--- src/rtl/uart_receiver_if.sv ---
// Receiver-side bundle: oversample tick and serial line in, byte and status strobes out.
interface uart_receiver_if;
   logic       clock_enable;
   logic       rx;
   logic [7:0] data;
   logic       valid;
   logic       frame_error;
   logic       busy;

   modport master (
      output clock_enable, rx,
      input  data, valid, frame_error, busy
   );

   modport slave (
      input  clock_enable, rx,
      output data, valid, frame_error, busy
   );
endinterface

--- src/rtl/uart_receiver.sv ---
// 8N1 UART receiver oversampling rx on clock_enable ticks; one-cycle valid / frame_error strobes.
module uart_receiver #(
   parameter int OVERSAMPLE = 16
) (
   input  logic           CLKIN,
   input  logic           RESETN,
   uart_receiver_if.slave bus
);

   localparam int TW = $clog2(OVERSAMPLE);
   localparam logic [TW-1:0] TICK_MID  = TW'(OVERSAMPLE / 2 - 1);
   localparam logic [TW-1:0] TICK_LAST = TW'(OVERSAMPLE - 1);

   typedef enum logic [2:0] {IDLE, START, DATA, STOP, BREAK} state_t;

   state_t        state_reg, state_next;
   logic [TW-1:0] tick_cnt_reg, tick_cnt_next;
   logic [2:0]    bit_cnt_reg, bit_cnt_next;
   logic [7:0]    shift_reg, shift_next;
   logic [7:0]    data_reg, data_next;
   logic          valid_reg, valid_next;
   logic          frame_error_reg, frame_error_next;
   logic          rx_meta_reg, rx_s_reg;

   always_ff @(posedge CLKIN) begin
      if (!RESETN) begin
         rx_meta_reg     <= 1'b1;
         rx_s_reg        <= 1'b1;
         state_reg       <= IDLE;
         tick_cnt_reg    <= '0;
         bit_cnt_reg     <= '0;
         shift_reg       <= '0;
         data_reg        <= '0;
         valid_reg       <= 1'b0;
         frame_error_reg <= 1'b0;
      end else begin
         rx_meta_reg     <= bus.rx;
         rx_s_reg        <= rx_meta_reg;
         state_reg       <= state_next;
         tick_cnt_reg    <= tick_cnt_next;
         bit_cnt_reg     <= bit_cnt_next;
         shift_reg       <= shift_next;
         data_reg        <= data_next;
         valid_reg       <= valid_next;
         frame_error_reg <= frame_error_next;
      end
   end

   always_comb begin
      state_next       = state_reg;
      tick_cnt_next    = tick_cnt_reg;
      bit_cnt_next     = bit_cnt_reg;
      shift_next       = shift_reg;
      data_next        = data_reg;
      // Strobes default low so they drop after one cycle even without a tick
      valid_next       = 1'b0;
      frame_error_next = 1'b0;

      if (bus.clock_enable) begin
         case (state_reg)
            IDLE: begin
               if (!rx_s_reg) begin
                  state_next    = START;
                  tick_cnt_next = '0;
               end
            end
            START: begin
               if (tick_cnt_reg == TICK_MID) begin
                  tick_cnt_next = '0;
                  bit_cnt_next  = '0;
                  state_next    = rx_s_reg ? IDLE : DATA;
               end else begin
                  tick_cnt_next = tick_cnt_reg + 1'b1;
               end
            end
            DATA: begin
               if (tick_cnt_reg == TICK_LAST) begin
                  tick_cnt_next = '0;
                  shift_next    = {rx_s_reg, shift_reg[7:1]};
                  if (bit_cnt_reg == 3'd7) state_next   = STOP;
                  else                     bit_cnt_next = bit_cnt_reg + 1'b1;
               end else begin
                  tick_cnt_next = tick_cnt_reg + 1'b1;
               end
            end
            STOP: begin
               // Leave at stop-bit centre so a start bit may follow with no gap
               if (tick_cnt_reg == TICK_LAST) begin
                  tick_cnt_next = '0;
                  if (rx_s_reg) begin
                     data_next  = shift_reg;
                     valid_next = 1'b1;
                     state_next = IDLE;
                  end else begin
                     frame_error_next = 1'b1;
                     state_next       = BREAK;
                  end
               end else begin
                  tick_cnt_next = tick_cnt_reg + 1'b1;
               end
            end
            BREAK: begin
               if (rx_s_reg) begin
                  state_next    = IDLE;
                  tick_cnt_next = '0;
               end
            end
            default: begin
               state_next    = IDLE;
               tick_cnt_next = '0;
            end
         endcase
      end
   end

   assign bus.data        = data_reg;
   assign bus.valid       = valid_reg;
   assign bus.frame_error = frame_error_reg;
   assign bus.busy        = (state_reg != IDLE);

endmodule

--- src/flat_wrapper.sv ---
// flat-port wrapper written by rule: the top's interface ports become plain ports
module uart_receiver_flat 
#(
   parameter int OVERSAMPLE = 16
)
  (CLKIN, RESETN, bus_clock_enable, bus_rx, bus_data, bus_valid, bus_frame_error, bus_busy);
  uart_receiver_if bus_i ();
  input  logic CLKIN;
  input  logic RESETN;
  input wire logic [$bits(bus_i.clock_enable)-1:0] bus_clock_enable;
  input wire logic [$bits(bus_i.rx)-1:0] bus_rx;
  output wire logic [$bits(bus_i.data)-1:0] bus_data;
  output wire logic [$bits(bus_i.valid)-1:0] bus_valid;
  output wire logic [$bits(bus_i.frame_error)-1:0] bus_frame_error;
  output wire logic [$bits(bus_i.busy)-1:0] bus_busy;
  assign bus_i.clock_enable = bus_clock_enable;
  assign bus_i.rx = bus_rx;
  assign bus_data = bus_i.data;
  assign bus_valid = bus_i.valid;
  assign bus_frame_error = bus_i.frame_error;
  assign bus_busy = bus_i.busy;
  uart_receiver #(.OVERSAMPLE(OVERSAMPLE)) u_core (.CLKIN(CLKIN), .RESETN(RESETN), .bus(bus_i));
endmodule
--- config.mk ---
export PLATFORM = sky130hd
export DESIGN_NAME = uart_receiver_flat
export DESIGN_NICKNAME = d
export VERILOG_FILES = /design/src/rtl/uart_receiver_if.sv /design/src/rtl/uart_receiver.sv /design/src/flat_wrapper.sv
export SDC_FILE = /design/constraint.sdc
export NUM_CORES = 1
export LEC_CHECK = 0
export ABC_AREA = 0
export BUFFER_PORTS_ARGS = -buffer_cell sky130_fd_sc_hd__buf_2
export CORE_MARGIN = 2
export CORE_UTILIZATION = 55
export DETAILED_ROUTE_END_ITERATION = 16
export PLACE_DENSITY_LB_ADDON = 0.12
export SKIP_CTS_REPAIR_TIMING = 1
export SLEW_MARGIN = 10
export SYNTH_ARGS = -nofsm -noshare
export SYNTH_HDL_FRONTEND = slang
export SYNTH_SLANG_ARGS = --single-unit
--- constraint.sdc ---
create_clock -name CLKIN -period 2.2 [get_ports CLKIN]
set_clock_uncertainty 0.2 [all_clocks]
set_input_delay 0.11 -clock CLKIN [delete_from_list [all_inputs] [get_ports CLKIN]]
set_output_delay 0.11 -clock CLKIN [all_outputs]
set_load 0.02 [all_outputs]
# Word-level counts from Yosys, hierarchy flattened

Cells that the tools add are included.

Register bits: 30
Logic and storage cells: 55
Output and inout bits: 11

Equality and inequality tests: 14
Mux-type cells: 20
$add $sub $neg: 2
Reduce and logical (&&, ||, !) cells: 10

Operators by type and width:

| cell                                                  | number |
|---|---|
| 2-to-1 mux 3 bit                                      | 10 |
| 2-to-1 mux 4 bit                                      | 4 |
| case mux 4 bit (4 select lines)                       | 1 |
| case mux 3 bit (5 select lines)                       | 1 |
| inequality test 2 x 1 -> 1 bit, second input constant | 5 |
| AND reduction 4 bit                                   | 2 |
| AND reduction 7 bit                                   | 1 |
| == test 3 x 2 -> 1 bit, second input constant         | 2 |
| == test 3 bit, second input constant                  | 2 |
| case mux 3 bit (2 select lines)                       | 1 |
| AND reduction 3 bit                                   | 2 |
| AND reduction 5 bit                                   | 1 |
| adder 4 x 1 -> 4 bit, second input constant           | 1 |
| == test 4 x 3 -> 1 bit, second input constant         | 1 |
| == test 4 bit, second input constant                  | 1 |
| inequality test 2 bit, second input constant          | 2 |
| adder 3 x 1 -> 3 bit, second input constant           | 1 |
| == test 3 x 1 -> 1 bit, second input constant         | 1 |
| zero test 3 bit                                       | 1 |
| nonzero test 3 bit                                    | 1 |
| 2-to-1 mux 1 bit                                      | 2 |
| 2-to-1 mux 2 bit                                      | 1 |
| nonzero test 2 bit                                    | 1 |
| OR reduction 2 bit                                    | 1 |

# Longest topological paths before layout

Depth after elaboration: 4
Mapped depth: 6
Depth with buffers taken out: 6

# Worst setup path after synthesis

OpenSTA, ideal clock, no wires.

Kind: register to register
From: register u_core.tick_cnt_reg[0]
To: register u_core.state_reg[0]
Setup time: 0.072 ns
Period minus slack after synthesis: 1.789 ns
Stages on the path, launching flop included: 6
Path slack: 0.411 ns
Arrival: 1.517 ns
Cells stage by stage: dfxtp_1 > ha_1 > and4_1 > nor4_2 > a211o_4 > mux2i_1

Cells in the longest elaborated chain, start to end: 3
Elaborated cells between the ends (all ways): 6

Ends and longest elaborated chain:

| element                                                 | RTL line                                                      | source |
|---|---|---|
| start, declared                                         | uart_receiver.sv:17                                           | `logic [TW-1:0] tick_cnt_reg, tick_cnt_next;` |
| start signal, assigned                                  | uart_receiver.sv:40                                           | `tick_cnt_reg <= tick_cnt_next;` |
| == test 4 bit or == test 4 x 3 -> 1 bit (tied branches) | uart_receiver.sv:77, uart_receiver.sv:88, uart_receiver.sv:68 |  |
| inequality test 2 x 1 -> 1 bit (no source line)         | n/a                                                           |  |
| AND reduction 7 bit (no source line) *                  | n/a                                                           |  |
| end signal, assigned                                    | uart_receiver.sv:39                                           | `state_reg <= state_next;` |
| end, declared                                           | uart_receiver.sv:16                                           | `state_t state_reg, state_next;` |

Every way passes the cells marked *; elsewhere a longest branch is shown, timed or not.
A chain may end at the register's enable or synchronous reset.

# Worst setup path in the final report

Same ends and word-level chain as after synthesis.

==> load_flow_metrics.sql <==
INSERT INTO impl_metrics (metric_group, metric, value, unit) VALUES
('run_status', 'status', 'completed', ''),
('synth', 'synth_fp_nets', '144', ''),
('synth', 'synth-seq-cells', '30', ''),
('power_and_ir_drop', 'peak_supply_drop', '530', 'µV'),
('place', 'post_detailed_placement_cell_area', '1430', 'µm²'),
('critical_path', 'crit_required', '2.28', 'ns'),
('synth', 'post_synth.cell_area_avg', '10.0', 'µm²'),
('sta', 'timing.fmax', '507', 'MHz'),
('final_layout', 'post_route_cells_drive_above_1_share', '20.4', '%'),
('synth', 'synth_seq_area_share', '43.8', '%'),
('floorplan', 'design.core.area', '2410', 'µm²'),
('critical_path', 'path_delay_family', 'simple AND/OR/NAND/NOR gates', ''),
('routing', 'via_count', '1009', ''),
('power_and_ir_drop', 'power.leakage', '0.000724', 'µW'),
('routing', 'wirelength', '2480', 'µm'),
('global_route', 'grt.overflow.total', '0', ''),
('critical_path', 'critical_path_peak_fanout', '7', ''),
('synth', 'synthesis.instances', '137', ''),
('floorplan', 'top_level_ports', '15', ''),
('routing', 'wire_per_inst', '13.3', 'µm'),
('final_layout', 'finalNetCount', '163', ''),
('routing', 'antenna_violating_nets_post_route', '0', ''),
('flow_run', 'cap_violations', '0', ''),
('synth', 'postSynth.asyncResetShare', '0', '%'),
('synth', 'ys.flop_type', 'dfxtp_1', ''),
('routing', 'dr.first_iter.drc_count', '9', ''),
('sta', 'setup-violations-final', '0', ''),
('global_route', 'grt_util_all_layers', '19.8', '%'),
('sta', 'worst-slew-pin-transition', '0.746', 'ns'),
('floorplan', 'placementRows', '18', ''),
('clocking', 'cts_tree', 'built', ''),
('power_and_ir_drop', 'pwr_density_cell', '669', 'nW/µm²'),
('global_route', 'grt_pass1_wl', '3920', 'µm'),
('sta', 'final_number_of_hold_violating_endpoints', '0', ''),
('final_layout', 'stdcell_area', '1550', 'µm²'),
('sta', 'final_max_slew_viol_count', '0', ''),
('critical_path', 'reg2reg_slack', '0.23', 'ns'),
('power_and_ir_drop', 'p_total', '1030', 'µW'),
('final_layout', 'layout.cells.most_common_list', 'dfxtp_1, nor2_1, mux2i_1', ''),
('clocking', 'worst_setup_hold_path_clk_slew', '0.10', 'ns'),
('clocking', 'clock_path_buffers', '2', ''),
('critical_path', 'crit_path_end_kind', 'register', ''),
('final_layout', 'post_layout_nonfiller_instances', '187', ''),
('sta', 'fin_setup_tns', '0', 'ns'),
('clocking', 'cts_inserted_buffers', '5', ''),
('critical_path', 'cp_cell_sequence', 'ha_1 -> and4_1 -> nor4_2 -> a211o_4 -> mux2i_1', ''),
('routing', 'drtPass1Iterations', '4', ''),
('sta', 'finalWorstPathRequiredPeriod', '1.97', 'ns'),
('critical_path', 'slowest_delay', '0.46', 'ns'),
('sta', 'slew_headroom', '50.2', '%'),
('floorplan', 'die_height', '54.0', 'µm'),
('global_route', 'grt_max_degree', '26', ''),
('global_route', 'antenna_found_initial', '0', ''),
('critical_path', 'arrival', '2.05', 'ns'),
('synth', 'ys_types', '39', ''),
('synth', 'synth_area', '1370', 'µm²'),
('final_layout', 'fill_cells', '205', ''),
('floorplan', 'dieWidth', '54.0', 'µm'),
('synth', 'number_of_flops_mapped_to_enable_cells_by_yosys', '0', ''),
('hold_path', 'min-delay-path-class', 'reg2reg', ''),
('synth', 'synth_warnings', '0', ''),
('place', 'place.gp.congestion', '0.912', ''),
('clocking', 'clock_tree.htree_level_count', '2', ''),
('floorplan', 'initial_utilization', '57.0', '%'),
('global_route', 'via_count_of_the_first_global_routing_pass', '884', ''),
('clocking', 'tritoncts_num_sinks', '30', ''),
('critical_path', 'crit_buf_inv', '0', ''),
('place', 'dp_hpwl', '1580', 'µm'),
('final_layout', 'layout_commonest_cell', 'dfxtp_1', ''),
('critical_path', 'worst_path_max_delay_cell', 'nor4_2', ''),
('critical_path', 'timing_worst_setup_path_type', 'reg2reg', ''),
('final_layout', 'count_of_antenna_diodes_in_the_layout', '0', ''),
('floorplan', 'area_enclosed_by_the_die_boundary', '2910', 'µm²'),
('final_layout', 'layout-area-overhead-vs-synth', '12.6', '%'),
('clocking', 'cts_root_buf', 'clkbuf_4', ''),
('sta', 'final.period_utilization', '89.7', '%'),
('clocking', 'clk-insertion-delay-late', '0.34', 'ns'),
('place', 'numPlacedInstances', '175', ''),
('sta', 'setup_repair_after_global_routing_missed_its_margin', 'false', ''),
('place', 'placement.io_buffers', '14', ''),
('routing', 'post_drt_via_cell_ratio', '5.40', ''),
('critical_path', 'critPathLaunchType', 'register', ''),
('routing', 'remaining_drcs', '0', '');
[power breakdown]
group	leakage (µW)	switching [µW]	internal, µW
registers	0.000242	6.17	546
logic	0.000437	28.9	20.6
clock network	0.0000450	198	235
total	0.000724	233	802
[cells by family after synthesis]
family / after synthesis / share of synthesized area (%)
buffers and inverters: 10 / 4.92
xor gates and xnor gates: 1 / 0.638
AOI/OAI and AO/OA: 17 / 9.57
muxes: 19 / 13.9
DFF: 30 / 43.8
and+or+nand+nor: 57 / 24.5
adders and majority gates: 3 / 2.74
[metal layers]
layer / vias to the layer above / global-route usage [%] / routed length (µm) / share of wire (%)
li1: 529 / - / - / -
met1: 463 / 24.3 / 1190 / 48
met2: 11 / 30.5 / 1150 / 46
met3: 6 / 8.33 / 96 / 3.9
met4: 0 / 7.69 / 42 / 1.7
met5: - / 0 / 0 / 0
[through the flow]
step	hold WS, ns	utilization, %	setup slack [ns]
2_1_floorplan	-0.0170	-	0.411
3_3_place_gp	0.0955	59.2	0.332
3_5_place_dp	0.0966	59.2	0.260
4_1_cts	-0.241	62.5	0.246
5_1_grt	0.236	64.1	0.0856
6_report	0.227	64.1	0.227
[Yosys cell counts, drive strengths merged (2+ instances only)]
library cell	n	share of area [%]
clkbuf	2	0.55
ha	3	2.7
inv	4	1.1
nand2b	2	0.91
nor3	4	1.5
dfxtp	30	44
nand4	2	1.4
a21oi	6	2.2
nor2	23	8.0
or3	2	0.91
mux2i	19	14
buf	4	3.3
o41ai	2	1.8
o21ai	2	0.73
o2111ai	2	1.3
nand2	8	2.2
nand3	5	1.8
and4bb	2	1.8
[worst paths after layout]
path	cells past startpoint	start	endpoint
max	5	u_core.tick_cnt_reg[0]	u_core.state_reg[0]
max reg2reg	5	u_core.tick_cnt_reg[0]	u_core.state_reg[0]
min reg2reg	1	u_core.rx_meta_reg	u_core.rx_s_reg
min	1	u_core.rx_meta_reg	u_core.rx_s_reg
[area by class of cell]
class                           count  area [µm²]  area share, %
Timing Repair Buffer               18         110           7.13
Multi-Input combinational cell     97         704           45.6
Clock buffer                        5        37.5           2.43
Tap cell                           30        37.5           2.43
Inverter                            4        15.0          0.972
Clock inverter                      3        40.0           2.59
Sequential cell                    30         601           38.9
No activity file was read; power rests on OpenSTA's default activity.
